--- config.mk ---
export PLATFORM = sky130hd
export DESIGN_NAME = cpu_run_ctrl
export DESIGN_NICKNAME = d
export VERILOG_FILES = /design/src/rtl/cpu_run_ctrl.sv
export SDC_FILE = /design/constraint.sdc
export NUM_CORES = 1
export LEC_CHECK = 0
export BUFFER_PORTS_ARGS = -buffer_cell sky130_fd_sc_hd__buf_2
export CORE_UTILIZATION = 45
export DETAILED_ROUTE_END_ITERATION = 8
export PLACE_DENSITY = 0.71
export SYNTH_ARGS = -nofsm -noshare
export SYNTH_HDL_FRONTEND = slang
export SYNTH_SLANG_ARGS = --single-unit
--- constraint.sdc ---
create_clock -name clk_i -period 2.8 [get_ports clk_i]
set_clock_uncertainty 0.1 [all_clocks]
set_input_delay 0.56 -clock clk_i [delete_from_list [all_inputs] [get_ports clk_i]]
set_output_delay 0.56 -clock clk_i [all_outputs]
set_load 0.01 [all_outputs]
--- src/rtl/cpu_run_ctrl.sv ---
// Run controller for the Y86 core: decides when execution stops from retired
// status codes, latches the terminating status and keeps saturating counters.
module cpu_run_ctrl #(
  parameter int CNT_W      = 32,
  parameter int MAX_CYCLES = 0
) (
  input  logic             clk_i,
  input  logic             rst_n_i,
  input  logic             start_i,
  input  logic             clear_i,
  input  logic [1:0]       stat_i,
  input  logic             stat_valid_i,
  output logic             run_o,
  output logic             done_o,
  output logic             done_pulse_o,
  output logic [1:0]       final_stat_o,
  output logic             timeout_o,
  output logic [CNT_W-1:0] cycle_cnt_o,
  output logic [CNT_W-1:0] instr_cnt_o
);

  typedef enum logic [1:0] {
    IDLE = 2'd0,
    RUN  = 2'd1,
    DONE = 2'd2
  } state_e;

  localparam logic [1:0]       STAT_AOK = 2'b00;
  localparam logic [1:0]       STAT_HLT = 2'b01;
  localparam logic [CNT_W-1:0] CNT_MAX  = '1;
  localparam logic [CNT_W-1:0] WD_LAST  = CNT_W'(MAX_CYCLES - 1);

  state_e           state_q, state_d;
  logic             run_q, run_d;
  logic             done_q, done_d;
  logic             done_pulse_q, done_pulse_d;
  logic [1:0]       final_stat_q, final_stat_d;
  logic             timeout_q, timeout_d;
  logic [CNT_W-1:0] cycle_cnt_q, cycle_cnt_d;
  logic [CNT_W-1:0] instr_cnt_q, instr_cnt_d;

  logic             bad_stat;
  logic             retire;
  logic             wd_hit;

  assign bad_stat = stat_valid_i && (stat_i != STAT_AOK);
  assign retire   = stat_valid_i && ((stat_i == STAT_AOK) || (stat_i == STAT_HLT));
  // The watchdog fires on the cycle whose increment brings the count to MAX_CYCLES.
  assign wd_hit   = (MAX_CYCLES != 0) && (cycle_cnt_q == WD_LAST);

  always_comb begin
    state_d      = state_q;
    done_pulse_d = 1'b0;
    final_stat_d = final_stat_q;
    timeout_d    = timeout_q;
    cycle_cnt_d  = cycle_cnt_q;
    instr_cnt_d  = instr_cnt_q;

    case (state_q)
      IDLE: begin
        if (start_i) state_d = RUN;
      end
      RUN: begin
        if (cycle_cnt_q != CNT_MAX) cycle_cnt_d = cycle_cnt_q + 1'b1;
        if (retire && (instr_cnt_q != CNT_MAX)) instr_cnt_d = instr_cnt_q + 1'b1;
        if (bad_stat) begin
          state_d      = DONE;
          final_stat_d = stat_i;
          timeout_d    = 1'b0;
          done_pulse_d = 1'b1;
        end else if (wd_hit) begin
          state_d      = DONE;
          final_stat_d = STAT_AOK;
          timeout_d    = 1'b1;
          done_pulse_d = 1'b1;
        end
      end
      DONE: begin
        state_d = DONE;
      end
      default: begin
        state_d = IDLE;
      end
    endcase

    if (clear_i) begin
      state_d      = IDLE;
      done_pulse_d = 1'b0;
      final_stat_d = STAT_AOK;
      timeout_d    = 1'b0;
      cycle_cnt_d  = '0;
      instr_cnt_d  = '0;
    end

    // Status outputs are registered copies of the next state.
    run_d  = (state_d == RUN);
    done_d = (state_d == DONE);
  end

  always_ff @(posedge clk_i or negedge rst_n_i) begin
    if (!rst_n_i) begin
      state_q      <= IDLE;
      run_q        <= 1'b0;
      done_q       <= 1'b0;
      done_pulse_q <= 1'b0;
      final_stat_q <= 2'b00;
      timeout_q    <= 1'b0;
      cycle_cnt_q  <= '0;
      instr_cnt_q  <= '0;
    end else begin
      state_q      <= state_d;
      run_q        <= run_d;
      done_q       <= done_d;
      done_pulse_q <= done_pulse_d;
      final_stat_q <= final_stat_d;
      timeout_q    <= timeout_d;
      cycle_cnt_q  <= cycle_cnt_d;
      instr_cnt_q  <= instr_cnt_d;
    end
  end

  assign run_o        = run_q;
  assign done_o       = done_q;
  assign done_pulse_o = done_pulse_q;
  assign final_stat_o = final_stat_q;
  assign timeout_o    = timeout_q;
  assign cycle_cnt_o  = cycle_cnt_q;
  assign instr_cnt_o  = instr_cnt_q;

endmodule

==> results of run 1 <==
## worst register-to-register path, stage by stage, from the launching register on
cell and delay, ns:
dfrtp_1 0.40, ha_1 0.26, and4_1 0.31, nand4_1 0.16, nor4_2 0.57, buf_4 0.32, or3_1 0.13, a21oi_1 0.06
## Yosys cell counts, types with 9 or more instances
library cell,count
or3_1,31
o21ai_0,25
and3_1,16
nor2_1,22
nand2_1,29
nand3_1,23
nand4_1,17
o31ai_1,22
dfrtp_1,71
or4_1,21
clkbuf_1,15
a21oi_1,52
and4_1,9
## path summary, 6_finish.rpt
path / cells after the start / from / endpoint
max in group asynchronous: 2 / rst_n_i / run_o
min in group clk_i: 3 / stat_i[0] / final_stat_o[0]
max reg2reg: 7 / instr_cnt_o[0] / instr_cnt_o[0]
min reg2reg: 2 / final_stat_o[0] / final_stat_o[0]
min: 1 / rst_n_i / instr_cnt_o[7]
max: 7 / instr_cnt_o[0] / instr_cnt_o[0]
## registers in the layout (all words and copies together) (netlist names)
name	cells
instr_cnt_o	32
final_stat_o	2
done_o	1
done_pulse_o	1
state_q	2
run_o	1
cycle_cnt_o	32
## routing by layer
| layer | up-vias | GRT usage |
|---|---|---|
| met3 | 9 | 0.03349 |
| li1 | 1775 | - |
| met4 | 0 | 0.07090 |
| met5 | - | 0 |
| met1 | 1792 | 0.3207 |
| met2 | 90 | 0.3417 |
## per-stage QoR
| step | cell area [µm²] | setup slack, ns |
|---|---|---|
| after global routing | 4603 | 0.09434 |
| after global placement | 4439 | 0.4604 |
| after CTS | 4603 | 0.3881 |
| final | 4603 | 0.3621 |
| after floorplan | 3940 | 0.7242 |
| after detailed placement | 4439 | 0.3932 |
## cells by family (layout without fill, tap and decap cells)
family                     after synthesis  in the layout  share of synthesized area
and+or+nand+nor                        196            196                     0.2998
AOI/OAI and AO/OA                      111            111                     0.1670
DFF                                     71             71                     0.4509
buffers and inverters                   30            110                    0.03620
xor gates and xnor gates                 9              9                    0.02000
muxes                                    7              7                    0.01874
adders and majority gates                2              2                   0.006350
other                                    1              1                  0.0009518
## area by class of cell
type | instances | area, µm² | area share
inverter | 6 | 22.52 | 0.004893
tap | 105 | 131.4 | 0.02854
clock buffer | 13 | 158.9 | 0.03452
timing repair buffer | 90 | 488.0 | 0.1060
clock inverter | 1 | 5.005 | 0.001087
multi-input combinational | 326 | 2021 | 0.4390
sequential | 71 | 1777 | 0.3860
## where the power goes
part / switching (mW) / internal [mW]
Clock: 0.353 / 0.360
Sequential: 0.00899 / 1.03
Combinational: 0.0626 / 0.0294
Total: 0.425 / 1.42
==> results.md, run 1 <==
* Outcome: finished clean
* Library cells used by synthesis at 46
* Tmin final at 2.438 ns
* Floorplan Core Area at 8341 µm²
* Worst-Skew Late Latency at 0.34 ns
* Worst Path Max Fanout at 17
* Critical Path RT at 2.88 ns
* Cells after Synth at 427
* Post-CTS sizing at 0
* Rel. slew slack at 0.5174
* # nets final at 513
* Area growth syn-to-layout at 16.83%
* Crit path kind: reg -> reg
* Synth Warn # at 0
* First-pass GRT wire length at 15870 µm
* Die Y at 95.57 µm
* Antenna-violating nets left at 0
* Fillcell total at 794
* Ys flop type: dfrtp_1
* Clock slew at reported path FFs at 0.07 ns
* Synthesis-stage register bit count at 71
* Die W at 95.57 µm
* Cells after DPL at 598
* Routed vias/inst at 5.990
* Slowest stage cell, crit path: nor4_2
* Number of global-route vias before repair at 3225
* LEAKAGE at 2.023 nW
* Final hold vios at 0
* Fmax at 0.4102 GHz
* Synth Cell Area at 3940 µm²
* Largest net degree at the start of global routing at 38
* Crit path DAT at 2.52 ns
* Post-synth EDFFs at 0
* Overall Global Routing Usage at 0.2221
* Initial Util at 0.4724
* Startpoint types: flop
* WL met3 at 433 µm
* Uppermost routed layer: met4
* Non-filler cells, final at 612
* Bufs on Longest Clock Path at 2
* Num rows at 33
* RSZ-0062 raised after global routing: no
* Met2 Routed Length at 4495 µm
* Most frequent cells in the layout: buf_2, dfrtp_1, a21oi_1
* Hold-fix buffers, CTS at 0
* Asr flop ratio synth at 1.000
* Share of cells above drive strength 1 at 0.2268
* CTS Sinks at 71
* Total negative slack at 0 ns
* Crit-path max cell delay at 0.57 ns
* CP Cell Sequence: ha_1, and4_1, nand4_1, nor4_2, buf_4, or3_1, a21oi_1
* Overall Power at 1.848 mW
* Max cap viols at 0
* Die ar. at 9134 µm²
* Area contributors post-synth: dfrtp_1, a21oi_1, or3_1, o31ai_1, or4_1
* Via count at 3666
* End-of-flow core utilization at 0.5519
* Worst-Margin Slew at 0.7179 ns
* Max Slew Vio Count at 0
* Part of the cycle the worst path needs at 0.8707
* DRT met1 WL at 4622 µm
* Post-CTS setup buffer count at 0
* Clock root cell: clkbuf_8
* GRT overflow at 0
* RD Place Congestion at 0.8239
* Syn nets at 436
* Initial antenna violation count at 0
* Pre-antenna DRT Iters at 5
* ANT cells at 0
* Worst min path class: in -> async
* CTS tree: built
* Commonest non-fill, non-tap cell in the layout: buf_2
* Power per cell area at 401.6 nW/µm²
* DRC errors left at 0
* DRT iter0 DRCs at 180
* Synth Area per Inst at 9.227 µm²
* Io pins at 77
* Critical path's top delay family: simple AND/OR/NAND/NOR gates
* Final WL at 9652 µm
* Drt wl/cell at 15.77 µm
* CP Capture Type: flop
* Maximum vdd drop at 245.8 µV
* Yosys top cell by area: dfrtp_1
* CTS buffer count at 9
* Top-area cell type share of the netlist area at 0.4509
* Final setup vio count at 0
* Hold_ws at 0.1139 ns
* Setup slack, reg-to-reg at 0.36 ns
* H-tree levels at 3
* Hpwl dp at 6820 µm
* I/O Buffers at 75
* Sequential element share of the synthesized area at 0.4509
* Buf+Inv Stages, Crit Path at 1
No activity file was read; power rests on OpenSTA's default activity.
==> run 2: changes to the inputs <==
--- a/config.mk
+++ b/config.mk
@@ -9,6 +9,7 @@
 export CORE_UTILIZATION = 45
 export DETAILED_ROUTE_END_ITERATION = 8
 export PLACE_DENSITY = 0.71
+export SKIP_LAST_GASP = 1
 export SYNTH_ARGS = -nofsm -noshare
 export SYNTH_HDL_FRONTEND = slang
 export SYNTH_SLANG_ARGS = --single-unit
==> constraint.sdc (replaced) <==
create_clock -name clk_i -period 2.6 [get_ports clk_i]
set_clock_uncertainty 0.1 [all_clocks]
set_input_delay 0.52 -clock clk_i [delete_from_list [all_inputs] [get_ports clk_i]]
set_output_delay 0.52 -clock clk_i [all_outputs]
set_load 0.01 [all_outputs]
==> run 2 against run 1 <==
Effect of this change: final cell count grew 0.16%; combinational power rose by 9.8%; sequential share of layout area decreased by 0.71 points; critical path depth down 2; highest routed layer unchanged; sequential cell count stayed put; critical endpoint is now cycle_cnt_o[29]; utilization increased by 1.0 points; die area did not move; largest power group unchanged.
==> results.md, run 2 (synthesized netlist as in run 1, its figures left out) <==
* CP Capture Type: flop
* Worst-Skew Late Latency at 0.35 ns
* Initial Util at 0.4724
* # nets final at 512
* Reg2reg path depth at 5
* Commonest non-fill, non-tap cell in the layout: buf_2
* Antenna-violating nets left at 0
* Dpl cell area at 4444 µm²
* ANT cells at 0
* DRT iter0 DRCs at 213
* CTS buffer count at 9
* GRT overflow at 0
* I/O Buffers at 75
* CTS tree: built
* Fmax at 0.4432 GHz
* Max cap viols at 0
* Post-route cell area at 4690 µm²
* Buf+Inv Stages, Crit Path at 0
* Total negative slack at 0 ns
* Uppermost routed layer: met4
* Clock slew at reported path FFs at 0.08 ns
* Die Y at 95.57 µm
* Crit path DAT at 2.42 ns
* Io pins at 77
* Via count at 3729
* Number of global-route vias before repair at 3311
* Worst Path Max Fanout at 12
* Crit. path cell count at 5
* Overall Global Routing Usage at 0.2249
* Critical Path RT at 2.77 ns
* Share of cells above drive strength 1 at 0.2323
* Startpoint types: flop
* LEAKAGE at 2.058 nW
* CP Cell Sequence: nand4_4, nor4_4, nand2_1, or4_1, a21oi_1
* Part of the cycle the worst path needs at 0.8677
* Floorplan Core Area at 8341 µm²
* Largest net degree at the start of global routing at 35
* Hold-fix buffers, CTS at 0
* Bufs on Longest Clock Path at 2
* First-pass GRT wire length at 15950 µm
* Pre-antenna DRT Iters at 5
* Worst-Margin Slew at 0.7184 ns
* Drt wl/cell at 15.93 µm
* Final hold vios at 0
* Post-CTS sizing at 0
* H-tree levels at 3
* Final setup vio count at 0
* Post-CTS setup buffer count at 0
* Hpwl dp at 6772 µm
* Most frequent cells in the layout: buf_2, dfrtp_1, a21oi_1
* DRC errors left at 0
* Final WL at 9767 µm
* Tmin final at 2.256 ns
* Slowest stage cell, crit path: or4_1
* Area growth syn-to-layout at 19.02%
* Critical path's top delay family: simple AND/OR/NAND/NOR gates
* Outcome: finished clean
* Num rows at 33
* RSZ-0062 raised after global routing: no
* Die ar. at 9134 µm²
* Maximum vdd drop at 418.3 µV
* Met2 Routed Length at 4561 µm
* Crit path kind: reg -> reg
* Max Slew Vio Count at 0
* Rel. slew slack at 0.5211
* RD Place Congestion at 0.8141
* Initial antenna violation count at 0
* Clock root cell: clkbuf_8
* Power per cell area at 492.0 nW/µm²
* Hold_ws at 0.1226 ns
* Routed vias/inst at 6.083
* Die W at 95.57 µm
* CTS Sinks at 71
* Worst min path class: in -> async
* WL met3 at 554 µm
* Crit-path max cell delay at 0.56 ns
* DRT met1 WL at 4505 µm
run 2: routing by layer:
layer,vias to the layer above,GRT usage
met2,112,0.3458
met4,0,0.08333
met3,12,0.04545
met1,1833,0.3126
met5,-,0
li1,1772,-
run 2: stage by stage:
stage / total power [mW] / setup slack (ns) / cells / util
2_1_floorplan: 1.190 / 0.5301 / 427 / -
3_3_place_gp: 1.246 / 0.3085 / 597 / 0.5329
3_5_place_dp: 1.247 / 0.2509 / 597 / 0.5329
4_1_cts: 2.330 / 0.3253 / 613 / 0.5623
5_1_grt: 2.392 / 0.1603 / 613 / 0.5623
6_report: 2.307 / 0.3439 / 613 / 0.5623
run 2: worst reg2reg max path: stages, from the launching register on:
cell and delay (ns):
dfrtp_1 0.48, nand4_4 0.18, nor4_4 0.39, nand2_1 0.31, or4_1 0.56, a21oi_1 0.15
run 2: power breakdown:
| group | internal [mW] | switching [mW] |
|---|---|---|
| logic | 0.0328 | 0.0680 |
| clock network | 0.660 | 0.423 |
| registers | 1.11 | 0.00990 |
| total | 1.81 | 0.501 |
run 2: worst paths after layout:
| check | startpoint | endpoint | slack (ns) |
|---|---|---|---|
| max | cycle_cnt_o[4] | cycle_cnt_o[29] | 0.34 |
| min | rst_n_i | instr_cnt_o[6] | 0.12 |
| max reg2reg | cycle_cnt_o[4] | cycle_cnt_o[29] | 0.34 |
| min reg2reg | final_stat_o[1] | final_stat_o[1] | 0.43 |
| max in group asynchronous | rst_n_i | cycle_cnt_o[10] | 1.64 |
| min in group clk_i | stat_i[0] | final_stat_o[0] | 0.35 |
run 2: cell type report:
| type | count | area [µm²] |
|---|---|---|
| Timing Repair Buffer | 89 | 493.0 |
| Clock buffer | 10 | 137.6 |
| Inverter | 6 | 22.52 |
| Clock inverter | 6 | 107.6 |
| Tap cell | 105 | 131.4 |
| Fill cell | 785 | 3651 |
| Sequential cell | 71 | 1777 |
| Multi-Input combinational cell | 326 | 2021 |
